<file path="src/rtl/cpu_sequencer.sv">
// Run-control sequencer for the single-cycle 8-bit CPU.
// Decodes opcode/flags into datapath controls, gated by the run FSM.
module cpu_sequencer #(
   parameter int STACK_DEPTH = 8,
   parameter int CNT_W       = 16
) (
   input  logic             i_clk,
   input  logic             i_rst,
   input  logic             i_start,
   input  logic             i_stepMode,
   input  logic             i_step,
   input  logic [4:0]       i_opcodeFunc,
   input  logic             i_halt,
   input  logic             i_Cout,
   input  logic             i_Zout,
   output logic [3:0]       o_aluOp,
   output logic             o_regWriteEn,
   output logic             o_memWriteEn,
   output logic             o_cWriteEn,
   output logic             o_zWriteEn,
   output logic             o_immAndmem,
   output logic             o_stm,
   output logic             o_ldm,
   output logic             o_branch,
   output logic             o_jmp,
   output logic             o_ret,
   output logic             o_push,
   output logic             o_pop,
   output logic             o_pcEn,
   output logic             o_running,
   output logic             o_halted,
   output logic             o_faulted,
   output logic [1:0]       o_faultCode,
   output logic [3:0]       o_stackDepth,
   output logic [CNT_W-1:0] o_retireCount
);

   typedef enum logic [1:0] {
      S_IDLE, S_RUN, S_HALTED, S_FAULT
   } state_t;

   localparam logic [3:0] DEPTH_MAX = 4'(STACK_DEPTH);

   state_t           r_state, w_next;
   logic [1:0]       r_fault, w_fault_nxt;
   logic [3:0]       r_depth;
   logic [CNT_W-1:0] r_cnt;

   logic [3:0] w_alu;
   logic       w_reg, w_mem, w_cw, w_zw, w_imm, w_stm, w_ldm;
   logic       w_br, w_jmp, w_ret, w_push, w_pop, w_illegal;
   logic       w_exec, w_ovf, w_unf, w_do;

   // Raw decode, before run-control gating
   always_comb begin
      w_alu = 4'b0000;
      w_reg = 1'b0; w_mem = 1'b0; w_cw = 1'b0; w_zw = 1'b0;
      w_imm = 1'b0; w_stm = 1'b0; w_ldm = 1'b0; w_br = 1'b0;
      w_jmp = 1'b0; w_ret = 1'b0; w_push = 1'b0; w_pop = 1'b0;
      w_illegal = 1'b0;
      casez (i_opcodeFunc)
         5'b0????: begin
            w_alu = {1'b0, i_opcodeFunc[2:0]};
            w_reg = 1'b1; w_cw = 1'b1; w_zw = 1'b1;
            w_imm = i_opcodeFunc[3];
         end
         5'b10000: begin
            w_imm = 1'b1; w_ldm = 1'b1; w_reg = 1'b1;
         end
         5'b10001: begin
            w_imm = 1'b1; w_stm = 1'b1; w_mem = 1'b1;
         end
         5'b10010, 5'b10011, 5'b10100, 5'b10101: begin
            w_alu = {2'b10, i_opcodeFunc[1:0] - 2'b10};
            w_reg = 1'b1; w_cw = 1'b1; w_zw = 1'b1;
         end
         5'b11000: w_jmp = 1'b1;
         5'b11001: begin
            w_jmp = 1'b1; w_push = 1'b1;
         end
         5'b11010: begin
            w_ret = 1'b1; w_pop = 1'b1;
         end
         5'b111??: begin
            w_br = i_opcodeFunc[1] ? (i_Cout ^ i_opcodeFunc[0])
                                   : (i_Zout ^ i_opcodeFunc[0]);
         end
         default: w_illegal = 1'b1;
      endcase
   end

   assign w_exec = (r_state == S_RUN) & (~i_stepMode | i_step);
   assign w_ovf  = w_push & (r_depth == DEPTH_MAX);
   assign w_unf  = w_pop & (r_depth == 4'd0);
   assign w_do   = w_exec & ~i_rst & ~i_halt & ~w_illegal
                 & ~w_ovf & ~w_unf;

   assign o_aluOp      = w_do ? w_alu : 4'b0000;
   assign o_regWriteEn = w_do & w_reg;
   assign o_memWriteEn = w_do & w_mem;
   assign o_cWriteEn   = w_do & w_cw;
   assign o_zWriteEn   = w_do & w_zw;
   assign o_immAndmem  = w_do & w_imm;
   assign o_stm        = w_do & w_stm;
   assign o_ldm        = w_do & w_ldm;
   assign o_branch     = w_do & w_br;
   assign o_jmp        = w_do & w_jmp;
   assign o_ret        = w_do & w_ret;
   assign o_push       = w_do & w_push;
   assign o_pop        = w_do & w_pop;
   assign o_pcEn       = w_do;

   always_comb begin
      w_next      = r_state;
      w_fault_nxt = r_fault;
      case (r_state)
         S_IDLE: if (i_start) w_next = S_RUN;
         S_RUN: begin
            if (w_exec) begin
               if (i_halt) begin
                  w_next = S_HALTED;
               end else if (w_illegal) begin
                  w_next = S_FAULT; w_fault_nxt = 2'b01;
               end else if (w_ovf) begin
                  w_next = S_FAULT; w_fault_nxt = 2'b10;
               end else if (w_unf) begin
                  w_next = S_FAULT; w_fault_nxt = 2'b11;
               end
            end
         end
         default: w_next = r_state;
      endcase
   end

   always_ff @(posedge i_clk) begin
      if (i_rst) begin
         r_state <= S_IDLE;
         r_fault <= 2'b00;
         r_depth <= 4'd0;
         r_cnt   <= '0;
      end else begin
         r_state <= w_next;
         r_fault <= w_fault_nxt;
         if (w_do) begin
            r_cnt <= r_cnt + 1'b1;
            if (w_push)     r_depth <= r_depth + 4'd1;
            else if (w_pop) r_depth <= r_depth - 4'd1;
         end
      end
   end

   assign o_running     = (r_state == S_RUN);
   assign o_halted      = (r_state == S_HALTED);
   assign o_faulted     = (r_state == S_FAULT);
   assign o_faultCode   = r_fault;
   assign o_stackDepth  = r_depth;
   assign o_retireCount = r_cnt;

endmodule

</file>
<file path="config.mk">
export PLATFORM = sky130hd
export DESIGN_NAME = cpu_sequencer
export DESIGN_NICKNAME = d
export VERILOG_FILES = /design/src/rtl/cpu_sequencer.sv
export SDC_FILE = /design/constraint.sdc
export NUM_CORES = 1
export LEC_CHECK = 0
export BUFFER_PORTS_ARGS = -buffer_cell sky130_fd_sc_hd__buf_2
export CAP_MARGIN = 25
export CORE_ASPECT_RATIO = 1.25
export CORE_MARGIN = 2
export CORE_UTILIZATION = 31
export CTS_CLUSTER_DIAMETER = 40
export DETAILED_ROUTE_END_ITERATION = 10
export GPL_TIMING_DRIVEN = 0
export MAX_ROUTING_LAYER = met4
export PLACE_DENSITY = 0.56
export SYNTH_ARGS = -nofsm -noshare
export SYNTH_HDL_FRONTEND = slang
export SYNTH_SLANG_ARGS = --single-unit
</file>
<file path="constraint.sdc">
create_clock -name i_clk -period 3.27 [get_ports i_clk]
set_clock_uncertainty 0.2 [all_clocks]
set_input_delay 0.654 -clock i_clk [delete_from_list [all_inputs] [get_ports i_clk]]
set_output_delay 0.654 -clock i_clk [all_outputs]
set_load 0.01 [all_outputs]
</file>
==> impl_metrics.py, run 1 <==
metrics = {
    "logic_synthesis": {
        "synthCells": 191,
        "synth_area_mm2": 0.00154,
        "ys_warn_count": 0,
        "synthesis.nets": 208,
        "async_flop_share_pct": 0,
        "ys_seq_area_share_pct": 31.2,
        "ys_ff_latch": 24,
        "postSynthAreaPerCell_um2": 8.05,
        "synth-edff-count": 0,
        "ys.flop_type": "dfxtp_1",
        "synth_cell_type_count": 43,
    },
    "cts": {
        "cts_hold_buf": 0,
        "cts_tree": "done",
        "postCtsSetupBuffers": 0,
        "clkTransAtPathRegs_ps": 80,
        "htreeDepth": 1,
        "numCtsBuffers": 3,
        "cts.sinks": 24,
        "cts_buffer_depth": 2,
        "cts-root-buf": "clkbuf_8",
        "insertion_delay_ps": 270,
    },
    "routing": {
        "drt-vias-per-instance": 5.20,
        "ant_nets": 0,
        "drc": 0,
        "drt_pass1_iterations": 5,
        "vias": 1606,
        "wl_per_cell_um": 12.7,
        "dr.first_iter.drc_count": 52,
        "wirelength_um": 3940,
    },
    "worst_setup_path": {
        "critPathCaptureType": "primary output",
        "r2r_setup_slack_ps": 1240,
        "path_common_cell": "buf_2",
        "arrival_ps": 2250,
        "rr_startpoint": "o_stackDepth[0]",
        "timing.rr.end": "o_retireCount[0]",
        "required_ps": 2420,
        "cp_top_family": "simple AND/OR/NAND/NOR gates",
        "critPathMaxFanout": 10,
        "crit_slowest_cell": "or3_1",
        "path_cells": "buf_2 -> buf_2 -> and2b_4 -> o211ai_4 -> nand3_4 -> or3_1 -> nor2_1 -> buf_4 -> buf_2",
        "cp-start-kind": "input pin",
        "r2r_cells": 7,
        "worst-path-buf-inv": 4,
        "cpPeakStageDelay_ps": 400,
        "critPathKind": "input pin to primary output",
    },
    "cells_and_area": {
        "final_common_cell": "buf_2",
        "layout_common_cells": "buf_2 (58), dfxtp_1 (24), a21oi_1 (21)",
        "n_antenna_cell": 0,
        "nets": 267,
        "final_layout_size_suffix_gt1_share_pct": 30.5,
        "fill_cells": 518,
        "synthToLayoutAreaGrowth_pct": 26.2,
    },
    "timing": {
        "finalSetupTns_ps": 0,
        "worstMarginPinSlew_ps": 509,
        "max_freq_mhz": 322,
        "final-max-slew-violation-count": 0,
        "finalSetupViolCount": 0,
        "fin_crit_ps": 3110,
        "min_period_over_period_pct": 95.1,
        "finalHoldViolCount": 0,
        "rsz0062_at_grt": "false",
        "maxSlewHeadroom_pct": 65.8,
    },
    "floorplanning": {
        "io_pins": 55,
        "die_w_um": 67.0,
        "start_util_pct": 32.3,
        "die-area_mm2": 0.00554,
        "fp.dieH_um": 82.7,
        "placementRows": 28,
        "design.core.area_mm2": 0.00476,
    },
    "global_route": {
        "grtUsageTotal_pct": 15.6,
        "grt_overflow_total": 0,
        "antenna_found_initial": 0,
        "grt_start_max_net_pins": 14,
        "grt_pass1_vias": 1406,
        "grt_pass1_wl_um": 6510,
    },
    "status": {
        "status": "completed",
    },
    "power": {
        "p_per_area_mw_per_mm2": 297,
        "power_leakage_nw": 0.862,
        "irDropWorstVdd_uv": 151,
        "power_uw": 576,
    },
    "run": {
        "drv_cap": 0,
    },
    "min_path": {
        "min_from": "o_faultCode[0]",
        "hold_end": "o_faultCode[0]",
        "whs_path_depth": 2,
        "hold_class": "register to register",
    },
    "placed_design": {
        "numPortBuffers": 54,
        "gp_congestion": 0.773,
        "dp_hpwl_um": 3050,
    },
}
[cells by family after synthesis]
kind of cell	Yosys count	share of synthesized area [%]
and+or+nand+nor	85	32.5
AOI/OAI and AO/OA	49	21.2
DFF	24	31.2
buffers and inverters	20	6.02
xor gates and xnor gates	6	3.42
adders and majority gates	4	3.74
muxes	3	1.95
[through the flow]
stage                     utilization (%)  hold slack, ps  instance area [um2]  worst slack [ps]  std cells
final                                40.7             265                 1940               162        309
after global routing                 40.7             280                 1940              24.2        309
after CTS                            40.7             269                 1940               127        309
after detailed placement             39.5             257                 1880               128        305
after global placement               39.5             252                 1880               116        305
after floorplan                         -             276                 1540               373        191
[power breakdown]
group,leakage [nW],switching [mW],internal [mW]
Sequential,0.194,0.00321,0.295
Combinational,0.640,0.0431,0.0290
Clock,0.0288,0.0975,0.108
[worst min-delay path, stage by stage (launching register included)]
cell and delay (ps):
dfxtp_1 320, nand2_1 50, a21oi_1 50
[synth_stat cells (2+ instances only)]
cell | number | area [um2]
dfxtp_1 | 24 | 480
nor4_1 | 3 | 18.8
o31a_1 | 2 | 17.5
buf_2 | 5 | 25.0
o31ai_1 | 4 | 30.0
ha_1 | 3 | 37.5
nand3_1 | 6 | 30.0
or3b_2 | 2 | 17.5
a21oi_1 | 21 | 105
and4_1 | 2 | 17.5
or3_1 | 7 | 43.8
nand4_1 | 6 | 37.5
and3b_1 | 3 | 26.3
mux2i_1 | 3 | 30.0
nor3_1 | 7 | 35.0
nand2b_1 | 5 | 31.3
inv_1 | 10 | 37.5
o21a_1 | 2 | 15.0
xnor2_1 | 6 | 52.6
o211a_1 | 2 | 20.0
clkbuf_1 | 2 | 7.51
buf_4 | 3 | 22.5
and2_1 | 2 | 12.5
o21ai_0 | 9 | 45.0
and3_1 | 2 | 12.5
or4_1 | 4 | 30.0
nor2_1 | 12 | 45.0
a31o_2 | 3 | 26.3
nand2_1 | 17 | 63.8
[layout make-up]
class	instances	area [um2]	area share, %
Buffer	10	57.6	2.97
Clock buffer	4	55.1	2.84
Inverter	10	37.5	1.93
Multi-Input combinational cell	147	965	49.7
Sequential cell	24	480	24.8
Tap cell	60	75.1	3.87
Timing Repair Buffer	54	270	13.9
[registers in the layout, indices dropped and copies added, names as in the netlist]
register,flops
o_faultCode,2
o_retireCount,16
o_stackDepth,4
r_state,2
[how the worst max path moves through the flow]
stage / from / to / slack (ps) / depth (start not counted)
5_1_grt: i_opcodeFunc[2] / o_zWriteEn / 20 / 10
3_3_place_gp: i_opcodeFunc[2] / o_zWriteEn / 120 / 10
2_1_floorplan: i_opcodeFunc[2] / o_stm / 370 / 7
6_report: i_opcodeFunc[2] / o_stm / 160 / 9
3_5_place_dp: i_stepMode / o_zWriteEn / 130 / 9
4_1_cts: i_stepMode / o_zWriteEn / 130 / 9
[timing repair]
| action | CTS | global route |
|---|---|---|
| gates resized for setup | 0 | 1 |
| setup endpoints to repair | 0 | 1 |
| endpoints found under the hold margin | 0 | 0 |
[metal layers]
layer  share of wire (%)  track usage, %  vias to the layer above
met2                  45            24.2                       49
met5                   0               -                        -
met3                 5.9            1.36                        6
met1                  48            20.5                      735
met4                 1.6            7.55                        0
li1                    -               -                      816
Note: power is estimated with default switching activity, not from simulation.
==> inputs of run 2 (changes only) <==
--- a/config.mk
+++ b/config.mk
@@ -8,7 +8,7 @@
 export BUFFER_PORTS_ARGS = -buffer_cell sky130_fd_sc_hd__buf_2
 export CAP_MARGIN = 25
 export CORE_ASPECT_RATIO = 1.25
-export CORE_MARGIN = 2
+export CORE_MARGIN = 3
 export CORE_UTILIZATION = 31
 export CTS_CLUSTER_DIAMETER = 40
 export DETAILED_ROUTE_END_ITERATION = 10
==> impl_metrics.py, run 2 (synthesized netlist as in run 1, its figures left out) <==
metrics = {
    "placed_design": {
        "dp_hpwl_um": 3120,
        "placed_area_mm2": 0.00188,
        "gp_congestion": 0.791,
        "numPortBuffers": 54,
    },
    "timing": {
        "finalSetupViolCount": 0,
        "rsz0062_at_grt": "false",
        "min_period_over_period_pct": 95.2,
        "fin_crit_ps": 3110,
        "maxSlewHeadroom_pct": 63.7,
        "max_freq_mhz": 321,
        "finalSetupTns_ps": 0,
        "finalHoldViolCount": 0,
        "final-max-slew-violation-count": 0,
        "worstMarginPinSlew_ps": 540,
    },
    "cells_and_area": {
        "layout_common_cells": "buf_2 (58), dfxtp_1 (24), a21oi_1 (21)",
        "final_layout_size_suffix_gt1_share_pct": 30.9,
        "largest_reg_flops": 16,
        "fin_area_mm2": 0.00196,
        "synthToLayoutAreaGrowth_pct": 27.6,
        "nets": 267,
        "n_antenna_cell": 0,
        "final_common_cell": "buf_2",
    },
    "worst_setup_path": {
        "required_ps": 2420,
        "critPathKind": "input pin to primary output",
        "rr_startpoint": "o_stackDepth[3]",
        "arrival_ps": 2260,
        "critPathCaptureType": "primary output",
        "critPathMaxFanout": 10,
        "r2r_cells": 5,
        "r2r_setup_slack_ps": 1220,
        "cp-start-kind": "input pin",
        "timing.rr.end": "o_retireCount[12]",
    },
    "min_path": {
        "whs_path_depth": 2,
        "hold_end": "o_faultCode[0]",
        "hold_class": "register to register",
        "min_from": "o_faultCode[0]",
    },
    "cts": {
        "cts_buffer_depth": 2,
        "cts_tree": "done",
        "cts.sinks": 24,
        "insertion_delay_ps": 260,
        "cts-root-buf": "clkbuf_8",
        "numCtsBuffers": 3,
        "htreeDepth": 1,
        "clkTransAtPathRegs_ps": 90,
    },
    "status": {
        "status": "completed",
    },
    "global_route": {
        "grt_overflow_total": 0,
        "grtUsageTotal_pct": 14.6,
        "grt_pass1_wl_um": 6640,
        "grt_start_max_net_pins": 15,
        "antenna_found_initial": 0,
        "grt_pass1_vias": 1426,
    },
    "routing": {
        "vias": 1563,
        "drc": 0,
        "wirelength_um": 3960,
        "ant_nets": 0,
        "wl_per_cell_um": 12.8,
        "drt_pass1_iterations": 4,
        "dr.first_iter.drc_count": 35,
        "drt-vias-per-instance": 5.06,
    },
    "floorplanning": {
        "die_w_um": 69.0,
        "io_pins": 55,
        "fp.dieH_um": 84.7,
        "die-area_mm2": 0.00585,
        "design.core.area_mm2": 0.00476,
        "start_util_pct": 32.3,
        "placementRows": 28,
    },
    "power": {
        "p_per_area_mw_per_mm2": 320,
        "power_uw": 628,
        "power_leakage_nw": 0.870,
        "irDropWorstVdd_uv": 138,
    },
    "run": {
        "drv_cap": 0,
    },
}
[run 2: cell types whose count changed in the layout (fill, tap and decap cells not counted)]
cell and change:
bufinv_16 +1, nor3_2 +1, nor3_1 -1, clkbuf_8 -1
[run 2: final cells by class]
cell class	count	area, um2
multi-input cells	147	970
clock buffers	3	41.3
well taps	60	75.1
clock inverters	1	30.0
repair buffers	54	270
fillers	534	2800
plain buffers	10	57.6
flip-flops and latches	24	480
inverters	10	37.5
[run 2: repair_timing]
item / in CTS / in global routing
setup endpoints to repair: 0 / 1
resized for setup: 0 / 2
hold buffers: 0 / 0
buffers inserted: 0 / 0
[run 2: report_power, final]
group	leakage [nW]	switching [mW]	internal (mW)
registers	0.194	0.00333	0.295
logic	0.641	0.0427	0.0291
clock network	0.0357	0.0945	0.164
total	0.870	0.141	0.488
[run 2: worst max-delay path by stage]
| stage | start | endpoint |
|---|---|---|
| 6_report | i_opcodeFunc[2] | o_stm |
| 2_1_floorplan | i_opcodeFunc[2] | o_stm |
| 4_1_cts | i_opcodeFunc[2] | o_zWriteEn |
| 5_1_grt | i_opcodeFunc[2] | o_stm |
| 3_3_place_gp | i_stepMode | o_zWriteEn |
| 3_5_place_dp | i_stepMode | o_zWriteEn |
[run 2: layer usage]
layer,vias up,global-route usage (%),routed length [um],share of wire (%)
met5,-,-,0,0
met4,0,4.26,56,1.4
met3,4,2.01,229,5.8
met2,42,21.6,1730,44
met1,704,20.4,1940,49
li1,813,-,-,-
[run 2: stage by stage]
step / worst slack (ps) / cells / utilization (%) / hold slack (ps)
2_1_floorplan: 373 / 191 / - / 276
3_3_place_gp: 121 / 305 / 39.5 / 254
3_5_place_dp: 116 / 305 / 39.5 / 261
4_1_cts: 115 / 309 / 41.0 / 275
5_1_grt: 27.5 / 309 / 41.2 / 294
6_report: 156 / 309 / 41.2 / 264
[run 2: worst max-delay path, cell delays in order]
cell and delay, ps:
buf_2 100, buf_2 160, and2b_4 190, o211ai_4 230, nand3_4 160, or3_1 400
nor2_1 140, buf_4 120, buf_2 110
==> inputs of run 3 (changes only) <==
--- a/config.mk
+++ b/config.mk
@@ -13,8 +13,8 @@
 export CTS_CLUSTER_DIAMETER = 40
 export DETAILED_ROUTE_END_ITERATION = 10
 export GPL_TIMING_DRIVEN = 0
-export MAX_ROUTING_LAYER = met4
 export PLACE_DENSITY = 0.56
+export SKIP_CTS_REPAIR_TIMING = 1
 export SYNTH_ARGS = -nofsm -noshare
 export SYNTH_HDL_FRONTEND = slang
 export SYNTH_SLANG_ARGS = --single-unit
==> impl_metrics.py, run 3 (synthesized netlist as in run 1, its figures left out) <==
metrics = {
    "global_route": {
        "antenna_found_initial": 0,
        "grt_pass1_wl_um": 6640,
        "grt_start_max_net_pins": 15,
        "grt_pass1_vias": 1427,
        "grt_overflow_total": 0,
        "grtUsageTotal_pct": 14.2,
    },
    "floorplanning": {
        "start_util_pct": 32.3,
        "io_pins": 55,
        "die_w_um": 69.0,
        "placementRows": 28,
        "die-area_mm2": 0.00585,
        "design.core.area_mm2": 0.00476,
        "fp.dieH_um": 84.7,
    },
    "timing": {
        "maxSlewHeadroom_pct": 63.8,
        "worstMarginPinSlew_ps": 539,
        "rsz0062_at_grt": "false",
        "finalSetupTns_ps": 0,
        "finalSetupViolCount": 0,
        "fin_crit_ps": 3120,
        "max_freq_mhz": 321,
        "min_period_over_period_pct": 95.4,
        "final-max-slew-violation-count": 0,
        "finalHoldViolCount": 0,
    },
    "routing": {
        "wirelength_um": 3940,
        "drc": 0,
        "vias": 1568,
        "ant_nets": 0,
        "dr.first_iter.drc_count": 33,
        "wl_per_cell_um": 12.8,
        "drt-vias-per-instance": 5.07,
        "drt_pass1_iterations": 4,
    },
    "cells_and_area": {
        "n_antenna_cell": 0,
        "layout_common_cells": "buf_2 (58), dfxtp_1 (24), a21oi_1 (21)",
        "synthToLayoutAreaGrowth_pct": 27.6,
        "nets": 267,
        "final_common_cell": "buf_2",
        "finalCoreUtilization_pct": 41.2,
        "final_layout_size_suffix_gt1_share_pct": 30.9,
        "largest_reg_flops": 16,
        "fill_cells": 534,
    },
    "run": {
        "drv_cap": 0,
    },
    "worst_setup_path": {
        "critPathKind": "input pin to primary output",
        "worst-path-buf-inv": 4,
        "required_ps": 2420,
        "cp_top_family": "simple AND/OR/NAND/NOR gates",
        "critPathCaptureType": "primary output",
        "crit_slowest_cell": "or3_1",
        "cpPeakStageDelay_ps": 400,
        "critPathMaxFanout": 10,
        "arrival_ps": 2270,
        "path_common_cell": "buf_2",
        "path_cells": "buf_2 -> buf_2 -> and2b_4 -> o211ai_4 -> nand3_4 -> or3_1 -> nor2_1 -> buf_4 -> buf_2",
        "cp-start-kind": "input pin",
    },
    "min_path": {
        "hold_class": "register to register",
    },
    "cts": {
        "cts-root-buf": "clkbuf_8",
        "numCtsBuffers": 3,
        "insertion_delay_ps": 270,
        "cts_tree": "done",
        "cts_buffer_depth": 2,
        "cts.sinks": 24,
        "htreeDepth": 1,
        "clkTransAtPathRegs_ps": 90,
    },
    "power": {
        "power_switching_uw": 141,
        "intPower_uw": 488,
        "pwr-share-comb_pct": 11.4,
        "swShare_pct": 22.4,
        "power_leakage_nw": 0.870,
        "clockPowerShare_pct": 41.1,
        "p_per_area_mw_per_mm2": 320,
        "irDropWorstVdd_uv": 138,
        "pwr-share-seq_pct": 47.5,
    },
    "placed_design": {
        "dp_hpwl_um": 3120,
        "gp_congestion": 0.780,
        "numPortBuffers": 54,
    },
    "status": {
        "status": "completed",
    },
}
run 3: cell counts in the layout (fill, tap and decap cells not counted):
No cell type changed its count.
run 3: final timing paths:
check | slack (ps) | endpoint | depth (start not counted) | from
worst max-delay path | 150 | o_stm | 9 | i_opcodeFunc[2]
worst max register to register | 1220 | o_retireCount[12] | 5 | r_state[0]
worst min register to register | 260 | o_faultCode[0] | 2 | o_faultCode[0]
worst min-delay path | 260 | o_faultCode[0] | 2 | o_faultCode[0]
run 3: layout make-up:
| cell class | count | area, um2 | share of cell area (%) |
|---|---|---|---|
| buffer | 10 | 57.6 | 2.93 |
| tap | 60 | 75.1 | 3.83 |
| multi-input combinational | 147 | 970 | 49.4 |
| clock inverter | 1 | 30.0 | 1.53 |
| inverter | 10 | 37.5 | 1.91 |
| sequential | 24 | 480 | 24.5 |
| clock buffer | 3 | 41.3 | 2.10 |
| timing repair buffer | 54 | 270 | 13.8 |
run 3: power by group through the flow:
stage	logic [mW]	registers, mW	clock network [mW]
finish	0.0717	0.298	0.258
floorplan	0.0460	0.305	0
global route	0.0806	0.299	0.279
global placement	0.0719	0.305	0
CTS	0.0724	0.298	0.265
detailed placement	0.0722	0.305	0
run 3: worst register-to-register path: stages, from the launching register on:
cell	delay, ps
dfxtp_1	410
nand2b_1	150
nor4_4	330
nand4_1	320
o31a_1	360
o21a_1	180
run 3: metrics by stage:
step / hold WS (ps) / cells / worst slack [ps] / instance area [um2] / power [mW]
global placement: 254 / 305 / 121 / 1880 / 0.377
global route: 294 / 309 / 27.5 / 1960 / 0.658
finish: 264 / 309 / 150 / 1960 / 0.628
detailed placement: 261 / 305 / 116 / 1880 / 0.378
CTS: 275 / 309 / 115 / 1950 / 0.636
floorplan: 276 / 191 / 373 / 1540 / 0.351
run 3: layer usage:
metal  part of all wire (%)  routed length, um  track usage [%]
met1                     48               1900             20.2
met2                     44               1730             21.6
met3                    6.6                261             2.28
met5                      0                  0                0
met4                    1.4                 57             4.26
